$ cat config.mk
export PLATFORM = sky130hd
export DESIGN_NAME = keypad_scan_fifo_flat
export DESIGN_NICKNAME = d
export VERILOG_FILES = /design/src/rtl/keypad_scan_fifo_pkg.sv /design/src/rtl/keypad_scan_fifo_if.sv /design/src/rtl/keypad_scan_fifo_key_fifo.sv /design/src/rtl/keypad_scan_fifo.sv /design/src/flat_wrapper.sv
export SDC_FILE = /design/constraint.sdc
export NUM_CORES = 1
export LEC_CHECK = 0
export ABC_AREA = 1
export CAP_MARGIN = 20
export CORE_AREA = 4 4 96 98
export CTS_BUF_LIST = sky130_fd_sc_hd__clkbuf_4 sky130_fd_sc_hd__clkbuf_8 sky130_fd_sc_hd__clkbuf_16
export CTS_CLUSTER_DIAMETER = 120
export DETAILED_ROUTE_END_ITERATION = 8
export DIE_AREA = 0 0 100 102
export GPL_TIMING_DRIVEN = 0
export PLACE_DENSITY = 0.44
export SLEW_MARGIN = 40
export SYNTH_ARGS = -nofsm -noshare
export SYNTH_HDL_FRONTEND = slang
export SYNTH_HIERARCHICAL = 1
export SYNTH_SLANG_ARGS = --single-unit
$ cat constraint.sdc
create_clock -name clk -period 2.8 [get_ports clk]
set_clock_uncertainty 0.1 [all_clocks]
set_input_delay 0.56 -clock clk [delete_from_list [all_inputs] [get_ports clk]]
set_output_delay 0.56 -clock clk [all_outputs]
set_load 0.05 [all_outputs]
$ cat src/rtl/keypad_scan_fifo_pkg.sv
// Shared types, defaults and the key-code helper for the keypad scanner.
package keypad_pkg;

    localparam int KP_ROWS        = 4;
    localparam int KP_COLS        = 4;
    localparam int KP_SCAN_CYCLES = 8;
    localparam int KP_DEBOUNCE    = 16;
    localparam int KP_DEPTH       = 4;

    typedef enum logic [1:0] {
        SCAN      = 2'd0,
        DEB_PRESS = 2'd1,
        HELD      = 2'd2,
        DEB_REL   = 2'd3
    } kp_state_e;

    function automatic int unsigned code_of(input int unsigned row,
                                            input int unsigned col,
                                            input int unsigned cols);
        return row * cols + col;
    endfunction

endpackage

$ cat src/rtl/keypad_scan_fifo_if.sv
// Valid/ready key-code channel from the keypad scanner to its consumer.
interface keypad_scan_fifo_if
    import keypad_pkg::*;
#(
    parameter int CW = $clog2(KP_ROWS * KP_COLS)
) ();

    logic [CW-1:0] key_code;
    logic          key_valid;
    logic          key_ready;

    modport master (output key_code, output key_valid, input key_ready);
    modport slave  (input key_code, input key_valid, output key_ready);

endinterface

$ cat src/rtl/keypad_scan_fifo_key_fifo.sv
// First-word-fall-through key FIFO; head shows the last popped code while empty.
module key_fifo
    import keypad_pkg::*;
#(
    parameter int WIDTH = 4,
    parameter int DEPTH = KP_DEPTH
) (
    input  logic                   clk,
    input  logic                   resetn,
    input  logic                   push,
    input  logic [WIDTH-1:0]       din,
    input  logic                   pop,
    output logic [WIDTH-1:0]       dout,
    output logic                   empty,
    output logic                   full,
    output logic [$clog2(DEPTH):0] count,
    output logic                   ovf
);

    localparam int AW = $clog2(DEPTH);
    localparam logic [AW:0] FULL_CNT = (AW + 1)'(DEPTH);

    logic [WIDTH-1:0] mem_q [DEPTH];
    logic [WIDTH-1:0] mem_d [DEPTH];
    logic [AW-1:0]    wr_ptr_q, wr_ptr_d;
    logic [AW-1:0]    rd_ptr_q, rd_ptr_d;
    logic [AW:0]      count_q, count_d;
    logic [WIDTH-1:0] last_q, last_d;
    logic             ovf_q, ovf_d;
    logic             do_push, do_pop;

    assign empty = (count_q == '0);
    assign full  = (count_q == FULL_CNT);
    assign count = count_q;
    assign ovf   = ovf_q;
    assign dout  = empty ? last_q : mem_q[rd_ptr_q];

    // A pop in the same cycle frees the slot, so a full FIFO still accepts the push.
    always_comb begin
        do_pop   = pop && !empty;
        do_push  = push && (!full || do_pop);
        mem_d    = mem_q;
        wr_ptr_d = wr_ptr_q;
        rd_ptr_d = rd_ptr_q;
        count_d  = count_q;
        last_d   = last_q;
        ovf_d    = push && full && !do_pop;
        if (do_push) begin
            mem_d[wr_ptr_q] = din;
            wr_ptr_d        = wr_ptr_q + 1'b1;
        end
        if (do_pop) begin
            last_d   = mem_q[rd_ptr_q];
            rd_ptr_d = rd_ptr_q + 1'b1;
        end
        case ({do_push, do_pop})
            2'b10:   count_d = count_q + 1'b1;
            2'b01:   count_d = count_q - 1'b1;
            default: count_d = count_q;
        endcase
    end

    always_ff @(posedge clk or negedge resetn) begin
        if (!resetn) begin
            wr_ptr_q <= '0;
            rd_ptr_q <= '0;
            count_q  <= '0;
            last_q   <= '0;
            ovf_q    <= 1'b0;
        end else begin
            wr_ptr_q <= wr_ptr_d;
            rd_ptr_q <= rd_ptr_d;
            count_q  <= count_d;
            last_q   <= last_d;
            ovf_q    <= ovf_d;
        end
    end

    always_ff @(posedge clk) begin
        mem_q <= mem_d;
    end

endmodule

$ cat src/rtl/keypad_scan_fifo.sv
// Matrix keypad scanner: column drive, row debounce, one push per press into a key FIFO.
// Define KEYPAD_REPEAT_EN to re-push a held key after a delay and then at a fixed rate.
module keypad_scan_fifo
    import keypad_pkg::*;
#(
    parameter int ROWS        = KP_ROWS,
    parameter int COLS        = KP_COLS,
    parameter int SCAN_CYCLES = KP_SCAN_CYCLES,
    parameter int DEBOUNCE    = KP_DEBOUNCE,
    parameter int DEPTH       = KP_DEPTH
) (
    input  logic                   clk,
    input  logic                   resetn,
    output logic [COLS-1:0]        col_n,
    input  logic [ROWS-1:0]        row_n,
    keypad_scan_fifo_if.master     kbus,
    output logic [$clog2(DEPTH):0] fifo_count,
    output logic                   overflow
);

    localparam int CW  = $clog2(ROWS * COLS);
    localparam int RW  = $clog2(ROWS);
    localparam int CLW = $clog2(COLS);
    localparam int SW  = $clog2(SCAN_CYCLES);
    localparam int DW  = $clog2(DEBOUNCE + 1);
    localparam logic [SW-1:0]  SLOT_LAST = SW'(SCAN_CYCLES - 1);
    localparam logic [CLW-1:0] COL_LAST  = CLW'(COLS - 1);
    localparam logic [DW-1:0]  DEB_LAST  = DW'(DEBOUNCE - 1);
    localparam logic [$clog2(DEPTH):0] FULL_CNT = ($clog2(DEPTH) + 1)'(DEPTH);

    kp_state_e        state_q, state_d;
    logic [ROWS-1:0]  row_s1_q, row_s2_q;
    logic [SW-1:0]    slot_q, slot_d;
    logic [CLW-1:0]   col_q, col_d, col_next;
    logic [DW-1:0]    deb_q, deb_d;
    logic [RW-1:0]    row_idx_q, row_idx_d, low_row;
    logic [CW-1:0]    code_q, code_d;
    logic [CW-1:0]    fifo_dout;
    logic             fifo_empty, fifo_full;
    logic             any_low, latched_low, slot_end, push;

`ifdef KEYPAD_REPEAT_EN
    localparam int REPEAT_DELAY = 8 * DEBOUNCE;
    localparam int REPEAT_RATE  = 2 * DEBOUNCE;
    localparam int RPW = $clog2(REPEAT_DELAY + 1);
    localparam logic [RPW-1:0] RPT_DELAY_LAST = RPW'(REPEAT_DELAY - 1);
    localparam logic [RPW-1:0] RPT_RATE_LAST  = RPW'(REPEAT_RATE - 1);
    logic [RPW-1:0] rpt_q, rpt_d;
    logic           first_q, first_d;
`endif

    assign slot_end    = (slot_q == SLOT_LAST);
    assign slot_d      = slot_end ? '0 : slot_q + 1'b1;
    assign col_next    = (col_q == COL_LAST) ? '0 : col_q + 1'b1;
    assign col_n       = ~(COLS'(1) << col_q);
    assign latched_low = ~row_s2_q[row_idx_q];

    // Iterating downward leaves the lowest-numbered active row selected.
    always_comb begin
        any_low = 1'b0;
        low_row = '0;
        for (int r = ROWS - 1; r >= 0; r--) begin
            if (!row_s2_q[r]) begin
                any_low = 1'b1;
                low_row = RW'(r);
            end
        end
    end

    always_comb begin
        state_d   = state_q;
        col_d     = col_q;
        deb_d     = deb_q;
        row_idx_d = row_idx_q;
        code_d    = code_q;
        push      = 1'b0;
`ifdef KEYPAD_REPEAT_EN
        rpt_d     = rpt_q;
        first_d   = first_q;
`endif
        if (slot_end) begin
            case (state_q)
                SCAN: begin
                    if (any_low) begin
                        row_idx_d = low_row;
                        code_d    = CW'(code_of(32'(low_row), 32'(col_q), COLS));
                        deb_d     = '0;
                        state_d   = DEB_PRESS;
                    end else begin
                        col_d = col_next;
                    end
                end
                DEB_PRESS: begin
                    if (!latched_low) begin
                        deb_d   = '0;
                        state_d = SCAN;
                    end else if (deb_q == DEB_LAST) begin
                        push    = 1'b1;
                        deb_d   = '0;
                        state_d = HELD;
`ifdef KEYPAD_REPEAT_EN
                        rpt_d   = '0;
                        first_d = 1'b1;
`endif
                    end else begin
                        deb_d = deb_q + 1'b1;
                    end
                end
                HELD: begin
                    if (!latched_low) begin
                        deb_d   = DW'(1);
                        state_d = DEB_REL;
                    end
`ifdef KEYPAD_REPEAT_EN
                    // First repeat waits the long delay, later ones the short rate.
                    else if (rpt_q == (first_q ? RPT_DELAY_LAST : RPT_RATE_LAST)) begin
                        push    = 1'b1;
                        rpt_d   = '0;
                        first_d = 1'b0;
                    end else begin
                        rpt_d = rpt_q + 1'b1;
                    end
`endif
                end
                DEB_REL: begin
                    if (latched_low) begin
                        deb_d   = '0;
                        state_d = HELD;
                    end else if (deb_q == DEB_LAST) begin
                        deb_d   = '0;
                        col_d   = col_next;
                        state_d = SCAN;
                    end else begin
                        deb_d = deb_q + 1'b1;
                    end
                end
                default: state_d = SCAN;
            endcase
        end
    end

    always_ff @(posedge clk or negedge resetn) begin
        if (!resetn) begin
            state_q  <= SCAN;
            row_s1_q <= '1;
            row_s2_q <= '1;
            slot_q   <= '0;
            col_q    <= '0;
            deb_q    <= '0;
`ifdef KEYPAD_REPEAT_EN
            rpt_q    <= '0;
            first_q  <= 1'b1;
`endif
        end else begin
            state_q  <= state_d;
            row_s1_q <= row_n;
            row_s2_q <= row_s1_q;
            slot_q   <= slot_d;
            col_q    <= col_d;
            deb_q    <= deb_d;
`ifdef KEYPAD_REPEAT_EN
            rpt_q    <= rpt_d;
            first_q  <= first_d;
`endif
        end
    end

    always_ff @(posedge clk) begin
        row_idx_q <= row_idx_d;
        code_q    <= code_d;
    end

    key_fifo #(
        .WIDTH (CW),
        .DEPTH (DEPTH)
    ) u_fifo (
        .clk    (clk),
        .resetn (resetn),
        .push   (push),
        .din    (code_q),
        .pop    (kbus.key_ready),
        .dout   (fifo_dout),
        .empty  (fifo_empty),
        .full   (fifo_full),
        .count  (fifo_count),
        .ovf    (overflow)
    );

    assign kbus.key_code  = fifo_dout;
    assign kbus.key_valid = !fifo_empty;

    a_full_count : assert property (@(posedge clk) disable iff (!resetn)
        fifo_full |-> (fifo_count == FULL_CNT));

endmodule
$ cat src/flat_wrapper.sv
// flat-port wrapper written by rule: the top's interface ports become plain ports
module keypad_scan_fifo_flat import keypad_pkg::*;
#(
    parameter int ROWS        = KP_ROWS,
    parameter int COLS        = KP_COLS,
    parameter int SCAN_CYCLES = KP_SCAN_CYCLES,
    parameter int DEBOUNCE    = KP_DEBOUNCE,
    parameter int DEPTH       = KP_DEPTH
)
  (clk, resetn, col_n, row_n, fifo_count, overflow, kbus_key_code, kbus_key_valid, kbus_key_ready);
  keypad_scan_fifo_if kbus_i ();
  input  logic clk;
  input  logic resetn;
  output logic [COLS-1:0] col_n;
  input  logic [ROWS-1:0] row_n;
  output logic [$clog2(DEPTH):0] fifo_count;
  output logic overflow;
  output wire logic [$bits(kbus_i.key_code)-1:0] kbus_key_code;
  output wire logic [$bits(kbus_i.key_valid)-1:0] kbus_key_valid;
  input wire logic [$bits(kbus_i.key_ready)-1:0] kbus_key_ready;
  assign kbus_key_code = kbus_i.key_code;
  assign kbus_key_valid = kbus_i.key_valid;
  assign kbus_i.key_ready = kbus_key_ready;
  keypad_scan_fifo #(.ROWS(ROWS), .COLS(COLS), .SCAN_CYCLES(SCAN_CYCLES), .DEBOUNCE(DEBOUNCE), .DEPTH(DEPTH)) u_core (.clk(clk), .resetn(resetn), .col_n(col_n), .row_n(row_n), .kbus(kbus_i), .fifo_count(fifo_count), .overflow(overflow));
endmodule
==> metrics.yaml <==
status: "finished clean"
areaGrowthSynthToFinish_pct: 18.6
use_met3_pct: 2.46
grt_pass1_vias: 1557
drc: 0
cap_violations: 0
drt-initial-drc-count: 57
gp_congestion: 0.741
worstSetupEndpointType: "output port"
place_hpwl_um: 3090
finalMaxSlewViolations: 0
multi_input_comb_area_um2: 913
layout.nets: 293
grt.busiest_layer: "met2"
antenna_found_initial: 0
netlist_instances: 246
worstPathRequired_ns: 2.14
routed-via-count: 1534
port_buffers: 19
cts_buffer_depth: 2
fin_total_pwr_mw: 2.44
layout_commonest_cell: "nand2_1"
fin_area_um2: 2940
hold_path_class: "in -> async"
hold_viol: 0
cts_tree: "built"
instances_no_fill: 382
clock_sinks: 52
timing.final.ws_setup_ns: 0.215
timing.fmax_mhz: 387
period_needed_ns: 2.58
rsz0062_at_grt: "no"
place_area_um2: 2830
path_clk_slew_ns: 0.09
cp_max_fo: 6
ir_worst_vdd_uv: 221
chipWidth_um: 100
drt_pre_antenna_iters: 4
grt_max_degree: 22
io_pins: 20
yosysWarningCount: 6
ant_nets: 0
viasPerCell: 4.02
powerDensity_nw_per_um2: 830
diodes: 0
worstSetupPathType: "reg -> out"
seq_area_um2: 1410
met2_usage_pct: 14.9
dieArea_um2: 10200
finalSetupViolations: 0
cts_buffers: 5
finish.utilization_pct: 34.7
cts_hold_buf: 0
htreeDepth: 2
core_area_um2: 8470
arrival_ns: 1.92
syn_area_per_cell_um2: 10.1
clock_latency_ns: 0.29
finalWirelength_um: 4100
die_h_um: 102
p_leak_nw: 1.35
finalCritPeriodShare_pct: 92.3
slew_headroom_pct: 62.3
grt_first_pass_wirelength_um: 7290
cts-root-buf: "clkbuf_8"
rows: 34
grtUsageTotal_pct: 9.05
nFillCells: 852
layout_common_cells: "71 x nand2_1, 31 x inv_1, 31 x nand3_1"
postCtsSetupRepairBufs: 0
max_slew.worst_pin.slew_ns: 0.561
start_util_pct: 29.3
wl_per_cell_um: 10.7
overflow: 0
dp_cells: 374
syn_nets: 266
use_met1_pct: 11.4
drive_above_1_share_pct: 14.2
crit_path_start_kind: "register"
pre_cts_slack_ns: -0.0892
syn_area_um2: 2480
## worst max-delay path: stages, from the launching register on
cell and delay, ns:
dfrtp_1 0.46, nor2_4 0.09, nand2_4 0.13, clkinv_2 0.11, inv_1 0.06, clkdlybuf4s50_1 0.79
## cell type report
cell class / count / area share, %
well taps: 108 / 4.60
multi-input cells: 155 / 31.1
repair buffers: 20 / 7.58
clock buffers: 6 / 2.81
inverters: 35 / 4.51
plain buffers: 4 / 1.06
flip-flops and latches: 52 / 48.0
clock inverters: 2 / 0.341
## through the flow
step,setup TNS (ns),hold slack (ns)
2_1_floorplan,0,0.164
6_report,0,0.0593
4_1_cts,0,0.0635
5_1_grt,0,0.0644
3_5_place_dp,-0.145,0.247
3_3_place_gp,-0.129,0.247
## sequential cells by signal, indices dropped and copies added (netlist names), 2 cells and up, named ones only
signal                  count
u_core/u_fifo/last_q        4
u_core/u_fifo/count         3
u_core/u_fifo/rd_ptr_q      2
u_core/deb_q                5
u_core/row_s2_q             4
u_core/u_fifo/mem_q        16
u_core/code_q               2
u_core/u_fifo/wr_ptr_q      2
u_core/row_s1_q             4
u_core/row_idx_q            2
u_core/col_q                2
u_core/slot_q               3
## report_power, final
part | leakage (nW) | switching [mW] | internal (mW) | total, mW
Clock | 0.0510 | 0.233 | 0.198 | 0.431
Combinational | 0.744 | 0.693 | 0.347 | 1.04
Sequential | 0.557 | 0.0815 | 0.886 | 0.967
## worst paths after layout
kind | cells after the start | slack, ns | to | start
worst max-delay path | 5 | 0.22 | kbus_key_valid | u_core/u_fifo/count[0]
worst max register to register | 10 | 0.29 | u_core/u_fifo/count[1] | u_core/deb_q[0]
max in group asynchronous | 2 | 2.04 | u_core/row_s2_q[1] | resetn
worst min register to register | 0 | 0.26 | u_core/row_s2_q[2] | u_core/row_s1_q[2]
min in group clk | 0 | 0.26 | u_core/row_s2_q[2] | u_core/row_s1_q[2]
worst min-delay path | 1 | 0.06 | asynchronous set/reset pin | resetn
## routing by layer
layer / up-vias / wire length, µm / share of wire, %
met2: 21 / 1870 / 46
met4: 0 / 38 / 0.93
met1: 676 / 2030 / 49
li1: 835 / - / -
met3: 2 / 167 / 4.1
met5: - / 0 / 0
## repair_timing
action / 4_1_cts / 5_1_grt
endpoints found under the setup margin: 2 / 5
gates resized for setup: 1 / 5
pin swaps: 0 / 0
Power figures use the tool's default switching activity.
